<file path="config.mk">
export PLATFORM = sky130hd
export DESIGN_NAME = reg_file_mp
export DESIGN_NICKNAME = d
export VERILOG_FILES = /design/src/rtl/rf_pkg.sv /design/src/rtl/rf_read_port.sv /design/src/rtl/reg_file_mp.sv
export SDC_FILE = /design/constraint.sdc
export NUM_CORES = 2
export LEC_CHECK = 0
export ABC_AREA = 0
export BUFFER_PORTS_ARGS = -buffer_cell sky130_fd_sc_hd__buf_2
export CAP_MARGIN = 20
export CORE_ASPECT_RATIO = 1.4
export CORE_MARGIN = 2
export CORE_UTILIZATION = 30
export DETAILED_ROUTE_END_ITERATION = 6
export PLACE_DENSITY_LB_ADDON = 0.15
export SETUP_SLACK_MARGIN = 0.4
export SKIP_CTS_REPAIR_TIMING = 1
export SYNTH_ARGS = -nofsm -noshare
export SYNTH_HDL_FRONTEND = slang
export SYNTH_SLANG_ARGS = --single-unit
</file>
<file path="constraint.sdc">
create_clock -name clk -period 3.3 [get_ports clk]
set_input_delay 0.165 -clock clk [delete_from_list [all_inputs] [get_ports clk]]
set_output_delay 0.165 -clock clk [all_outputs]
set_load 0.005 [all_outputs]
</file>
<file path="src/rtl/rf_pkg.sv">
// Shared constants and helpers for the multi-port register file.
// RF_BYPASS_EN (optional macro) selects write-first collision handling in rf_read_port.
package rf_pkg;

  localparam int RF_WIDTH   = 32;
  localparam int RF_DEPTH   = 32;
  localparam int RF_NREAD   = 2;
  localparam int RF_BUS_MAX = 256;

  function automatic int rf_aw(input int depth);
    return (depth <= 2) ? 1 : $clog2(depth);
  endfunction

  // Extract field idx of width w from a flattened bus (low field at bit 0).
  function automatic logic [RF_BUS_MAX-1:0] rf_field(input logic [RF_BUS_MAX-1:0] bus,
                                                    input int idx, input int w);
    logic [RF_BUS_MAX-1:0] mask;
    mask = {RF_BUS_MAX{1'b1}} >> (RF_BUS_MAX - w);
    return (bus >> (idx * w)) & mask;
  endfunction

endpackage

</file>
<file path="src/rtl/rf_read_port.sv">
// One registered read port: address mux, optional write-first bypass, hold-on-disable flops.
// RF_BYPASS_EN defined: same-edge write to the read address is forwarded to rdata.
module rf_read_port
  import rf_pkg::*;
#(
  parameter int WIDTH    = RF_WIDTH,
  parameter int DEPTH    = RF_DEPTH,
  parameter int AW       = rf_aw(RF_DEPTH),
  parameter int ZERO_REG = 1
) (
  input  logic             clk,
  input  logic             rst_n,
  input  logic             i_re,
  input  logic [AW-1:0]    i_raddr,
  input  logic             i_we,
  input  logic [AW-1:0]    i_waddr,
  input  logic [WIDTH-1:0] i_wdata,
  input  logic [WIDTH-1:0] i_mem [DEPTH],
  output logic [WIDTH-1:0] o_rdata,
  output logic             o_rvalid
);

  logic [WIDTH-1:0] r_rdata;
  logic             r_rvalid;
  logic             w_hit;
  logic             w_zero;
  logic [WIDTH-1:0] w_next;

`ifdef RF_BYPASS_EN
  assign w_hit = i_we && (i_waddr == i_raddr);
`else
  logic w_unused_bypass;
  assign w_unused_bypass = ^{i_we, i_waddr};
  assign w_hit = 1'b0;
`endif

  assign w_zero = (ZERO_REG != 0) && (i_raddr == '0);

  // $zero wins over the bypass so a dropped write can never leak out.
  always_comb begin
    w_next = i_mem[i_raddr];
    if (w_zero)     w_next = '0;
    else if (w_hit) w_next = i_wdata;
  end

  // re is a one-cycle request with no back-pressure; rvalid pulses the next cycle.
  always_ff @(posedge clk) begin
    if (!rst_n) begin
      r_rdata  <= '0;
      r_rvalid <= 1'b0;
    end else begin
      r_rvalid <= i_re;
      if (i_re) r_rdata <= w_next;
    end
  end

  assign o_rdata  = r_rdata;
  assign o_rvalid = r_rvalid;

endmodule

</file>
<file path="src/rtl/reg_file_mp.sv">
// Multi-port MIPS register file: storage array, write decode and NREAD registered read ports.
// Optional macro RF_BYPASS_EN: write-first on read/write collision (default read-first).
module reg_file_mp
  import rf_pkg::*;
#(
  parameter int WIDTH    = RF_WIDTH,
  parameter int DEPTH    = RF_DEPTH,
  parameter int NREAD    = RF_NREAD,
  parameter int ZERO_REG = 1,
  localparam int AW      = rf_aw(DEPTH)
) (
  input  logic                   clk,
  input  logic                   rst_n,
  input  logic                   we,
  input  logic [AW-1:0]          waddr,
  input  logic [WIDTH-1:0]       wdata,
  input  logic [NREAD-1:0]       re,
  input  logic [NREAD*AW-1:0]    raddr,
  output logic [NREAD*WIDTH-1:0] rdata,
  output logic [NREAD-1:0]       rvalid
);

  logic [WIDTH-1:0] r_mem [DEPTH];
  logic             w_wr_en;

  assign w_wr_en = we && !((ZERO_REG != 0) && (waddr == '0));

  always_ff @(posedge clk) begin
    if (!rst_n) begin
      for (int k = 0; k < DEPTH; k++) r_mem[k] <= '0;
    end else if (w_wr_en) begin
      r_mem[waddr] <= wdata;
    end
  end

  for (genvar g = 0; g < NREAD; g++) begin : g_rd
    logic [AW-1:0]    w_raddr;
    logic [WIDTH-1:0] w_rdata;

    assign w_raddr = AW'(rf_field(RF_BUS_MAX'(raddr), g, AW));

    rf_read_port #(
      .WIDTH(WIDTH), .DEPTH(DEPTH), .AW(AW), .ZERO_REG(ZERO_REG)
    ) u_port (
      .clk     (clk),
      .rst_n   (rst_n),
      .i_re    (re[g]),
      .i_raddr (w_raddr),
      .i_we    (we),
      .i_waddr (waddr),
      .i_wdata (wdata),
      .i_mem   (r_mem),
      .o_rdata (w_rdata),
      .o_rvalid(rvalid[g])
    );

    assign rdata[g*WIDTH +: WIDTH] = w_rdata;
  end

endmodule

</file>
After elaboration in Yosys (flattened, before gate mapping)
Cells that the tools add are included.
- order comparisons: 4
- mux-type cells: 11
- bitwise logic cells: 3
- reduce and logical (&&, ||, !) cells: 6
- operator list (cell ; count):
    bitwise mux 1024 bit ; 1
    binary-select mux 32 bit (select 5 bit) ; 2
    two-way mux 32 bit ; 7
    demux 32 bit (select 5 bit) ; 1
    greater-or-equal comparator 6 bit, second input constant ; 3
    inverter 5 -> 6 bit ; 3
    logical NOT 5 bit ; 3
    less-than comparator 6 x 1 -> 1 bit, second input constant ; 1
    logical AND 1 bit ; 2
    logical NOT 1 bit ; 1
- register bits: 1090
- input port bits: 52
- output and inout port bits: 66
- logic and storage cells: 60

Longest topological paths before layout
- depth after elaboration: 6
- gate-level depth with buffers: 9
- mapped depth without buffers: 4

By module
From an unflattened synthesis, not the netlist that was laid out.
- cell total of the unflattened synthesis: 5023
- area, all modules: 54846.4 um^2
- by module, submodules not included (module ; times used ; cells an instance ; area each (um^2) ; seq. area each (um^2)):
    reg_file_mp ; 1 ; 3435 ; 36038.3 ; 20499.7
    rf_read_port ; 2 ; 794 ; 9404.0 ; 660.6

Worst setup path after synthesis
No wires, ideal clock.
- path type: input to register
- start point: input port raddr[7]
- end point: register g_rd[1].u_port.r_rdata[14]
- setup time: 136 ps
- arrival: 1625 ps
- required time: 3164 ps
- setup slack: 1539 ps
- cell stages on the path: 7
- path buffers: 3
- cell sequence: buf_2 > buf_2 > buf_1 > mux4_2 > a32o_1 > a21oi_1 > o311ai_1
- longest elaborated chain between the ends: 5
- elaborated cells between the ends (all ways): 6
- classes of those cells: mux: 4; bitwise: 1; reduce/logical: 1
- RTL lines (element ; RTL line ; RTL):
    start, declared ; reg_file_mp.sv:18 ; input logic [NREAD*AW-1:0] raddr,
    inverter 5 -> 6 bit (not written as such) ; rf_read_port.sv:41 ; w_next = i_mem[i_raddr];
    binary-select mux 32 bit (select 5 bit) ; rf_read_port.sv:41 ;
    two-way mux 32 bit (not written as such) (2 in a row) ; rf_read_port.sv:41 ;
    two-way mux 32 bit (*) ; rf_read_port.sv:42 ; if (w_zero) w_next = '0;
    end signal, assigned ; rf_read_port.sv:53 ; if (i_re) r_rdata <= w_next;
    end, declared ; rf_read_port.sv:23 ; logic [WIDTH-1:0] r_rdata;
Mark *: on every way between the ends. The rest lies on a longest branch, timed or not. The select of a mux whose other input is x is not followed.
A chain may end at the register's enable or synchronous reset.

Worst setup path after layout
- start point: input port rst_n
- end point: register r_mem[564] (netlist name)
- RTL lines (element ; RTL line ; RTL):
    start, declared ; reg_file_mp.sv:13 ; input logic rst_n,
    end signal, assigned by index ; reg_file_mp.sv:32 ; r_mem[waddr] <= wdata;
    end, declared ; reg_file_mp.sv:23 ; logic [WIDTH-1:0] r_mem [DEPTH];
No word-level cell between the ends.

==> run summary <==
status - complete, but fails checks
violated checks - hold timing
hold depth - 3
Slowest-stage cell, CP - dlygate4sd3_1
crit start category - input port
met2 wire length - 108000 µm
synth top area cells - dfxtp_1, mux4_2, nand2_1
port bufs - 117
Setup crit end - r_mem[564]
CP max FO - 219
Top cell by count, worst path - buf_12
crit path from - rst_n
metal3 WL - 15100 µm
core region area - 187000 µm²
Worst VDD drop - 420 µV
Vias/cell - 5.40
combinational fraction of design power - 8.2%
ANT nets after route - 0
Sequential Power Share - 44.5%
switching power - 7580 µW
Setup Crit Path Kind - in -> reg
Worst slew margin - 16.8%
first-pass GRT wire length - 330000 µm
WHS - -0.000326 ns
total of max-cap violations - 0
cell internal pwr - 22500 µW
H-tree Lvls - 3
cell count after synthesis - 6122
Clock Skew - 0.0143 ns
final global-route overflow total - 0
worst path required time - 3.94 ns
reg2reg path depth - 4
Ys Warns - 0
later-pin clock latency in the skew report - 0.73 ns
CP Data Arrival Time - 2.97 ns
Max Used Layer - met5
Routed WL - 228000 µm
crit-path cells - dlygate4sd3_1, buf_8, buf_12, buf_12, a21boi_0
Starting Density - 30.2%
Worst Setup Slack, final - 0.968 ns
layout cells sized above 1 - 16.1%
CTS tree - yes
initial antenna violation count - 22
Leak Pwr - 0.0210 µW
Clock power frac - 47.3%
Rows - 188
fmax - 429 MHz
GRT Overall Usage - 23.3%
Hold WC Path Type - in -> reg
switching power share of the total - 25.2%
HPWL after DPL - 147000 µm
die extent in y - 518 µm
Core Util, Final - 34.0%
period utilization - 70.7%
drt pass-1 iters - 6
routed via count - 45722
most area-hungry cell type in the Yosys netlist - dfxtp_1
final net count - 5948
FF-to-FF End - g_rd[1].u_port.o_rdata[8]
Post-Syn Nets - 6174
final setup vio count - 0
clock tree buffer depth - 3
post-synth top area share - 38.6%
gpl congestion - 0.849
Worst setup EP type - flop
worst-margin pin slew - 1.25 ns
Place WS - 0.579 ns
Clk pin slew, worst setup/hold paths - 0.06 ns
RSZ-0062 raised after global routing - no
I/O pin count - 118
final setup TNS - 0 ns
synthesized flop and latch total - 1090
DRC violations left - 0
Seq/Total Area, Yosys - 38.6%
area of the multi-input gates - 32100 µm²
root buf cell - clkbuf_16
pin count of the biggest net entering global routing - 220
Power per Cell Area - 473 nW/µm²
Die Wd - 371 µm
Reg-to-Reg Start - r_mem[648]
synthesized area per cell - 9.23 µm²
die area - 192000 µm²
DRT iter0 DRCs - 3846
Hold Fails Final Rpt - 1
flop2flop setup slack - 1.41 ns
cts bufs inserted - 112
unique cell type count in the Yosys netlist - 38
Area Overhead vs Synth - 12.7%
M1 WL - 100000 µm
fillers - 18996
Final Max Tran Viols - 0
Register Area - 21800 µm²
Synth Cell Area - 56500 µm²
max incr delay on CP - 0.57 ns
routed len/inst - 26.9 µm
Clock Sinks - 1090
vias in the first global route - 44272
min cycle time layout - 2.33 ns
## cell type report
| type | count | area share (%) |
|---|---|---|
| diodes | 7 | 0.0275 |
| multi-input cells | 4391 | 50.4 |
| clock inverters | 40 | 0.943 |
| flip-flops and latches | 1090 | 34.3 |
| clock buffers | 170 | 5.43 |
| repair buffers | 301 | 4.11 |
| well taps | 2470 | 4.85 |
## power by group through the flow
stage	registers [µW]	logic [µW]	clock network, µW
floorplan	13600	1540	0
global placement	13700	2450	0
detailed placement	13700	2450	0
CTS	13400	2460	14500
global route	13400	2590	15000
finish	13400	2470	14200
## per-stage QoR
stage / total power [µW] / std cells / instance area, µm²
finish: 30100 / 8469 / 63700
global placement: 16100 / 8250 / 59600
global route: 31000 / 8463 / 63700
detailed placement: 16100 / 8250 / 59600
CTS: 30300 / 8460 / 63600
floorplan: 15200 / 6122 / 56500
## critical path: cells and delay by family
kind                   cells  cell delay, ns
buffers and inverters      4            1.73
AOI/OAI and AO/OA          1            0.28
## sequential cells by signal, summed over array words and instances (netlist names)
name                  cells
g_rd.u_port.o_rdata      64
r_mem                  1024
g_rd.u_port.o_rvalid      2
## cell usage in the layout (no fill, tap or decap), drive strengths merged
cell type	count
mux2i	363
nor2	15
nand4b	3
dlygate4sd3	2
a221oi	10
diode	7
and4bb	3
or2	64
a32o	54
dfxtp	1090
buf	298
and4b	5
a211oi	21
and3	10
a22oi	128
and4	1
nor2b	31
nand2	2018
a21oi	97
clkbuf	171
or4b	2
nor3	6
mux4	384
clkinvlp	4
nand2b	2
a21boi	1013
nand4	1
nor4b	1
and2	95
inv	1
clkinv	20
o311ai	64
bufinv	15
## per-layer routing
layer | vias to the layer above | GRT usage [%]
met3 | 285 | 4.10
li1 | 20897 | -
met4 | 24 | 5.39
met1 | 23082 | 31.6
met2 | 1434 | 38.3
met5 | - | 0
## cell usage after synthesis
cell,number
and4b_1,5
a22oi_1,128
a221oi_1,7
nand4b_1,3
mux2i_1,363
buf_8,3
or2_1,36
a21boi_1,111
buf_4,35
a21oi_1,97
a221oi_2,3
nor2_1,15
a32o_1,54
a211oi_1,21
buf_12,3
and2_0,5
nand4_1,1
nand2b_1,2
or4b_1,2
and2_1,90
dfxtp_1,1090
a21boi_0,902
or2_2,4
buf_6,15
buf_1,93
nand2_1,2018
buf_2,137
mux4_2,384
clkbuf_1,352
or2_0,24
clkbuf_4,3
nor3_1,6
and3_1,10
nor2b_1,31
and4bb_2,3
and4_1,1
o311ai_1,64
nor4b_2,1
## how the worst min path moves through the flow
| stage | startpoint | endpoint | slack [ns] |
|---|---|---|---|
| floorplan | wdata[0] | r_mem[0] | 0.31 |
| detailed placement | r_mem[382] | r_mem[382] | 0.46 |
| global route | wdata[16] | r_mem[400] | 0.009 |
| finish | wdata[14] | r_mem[174] | -0.0003 |
| global placement | r_mem[381] | r_mem[381] | 0.45 |
| CTS | rst_n | r_mem[171] | -0.23 |
## cell families (layout without fill, tap and decap cells)
| kind of cell | Yosys count | count (layout) | share of synthesized area [%] |
|---|---|---|---|
| simple gates | 2257 | 2257 | 16.1 |
| compound gates | 1387 | 1387 | 18.4 |
| flops | 1090 | 1090 | 38.6 |
| mux | 747 | 747 | 21.7 |
| buf+inv | 641 | 511 | 5.16 |
| other cells | 0 | 7 | 0 |
(Power assumes the default switching activity.)
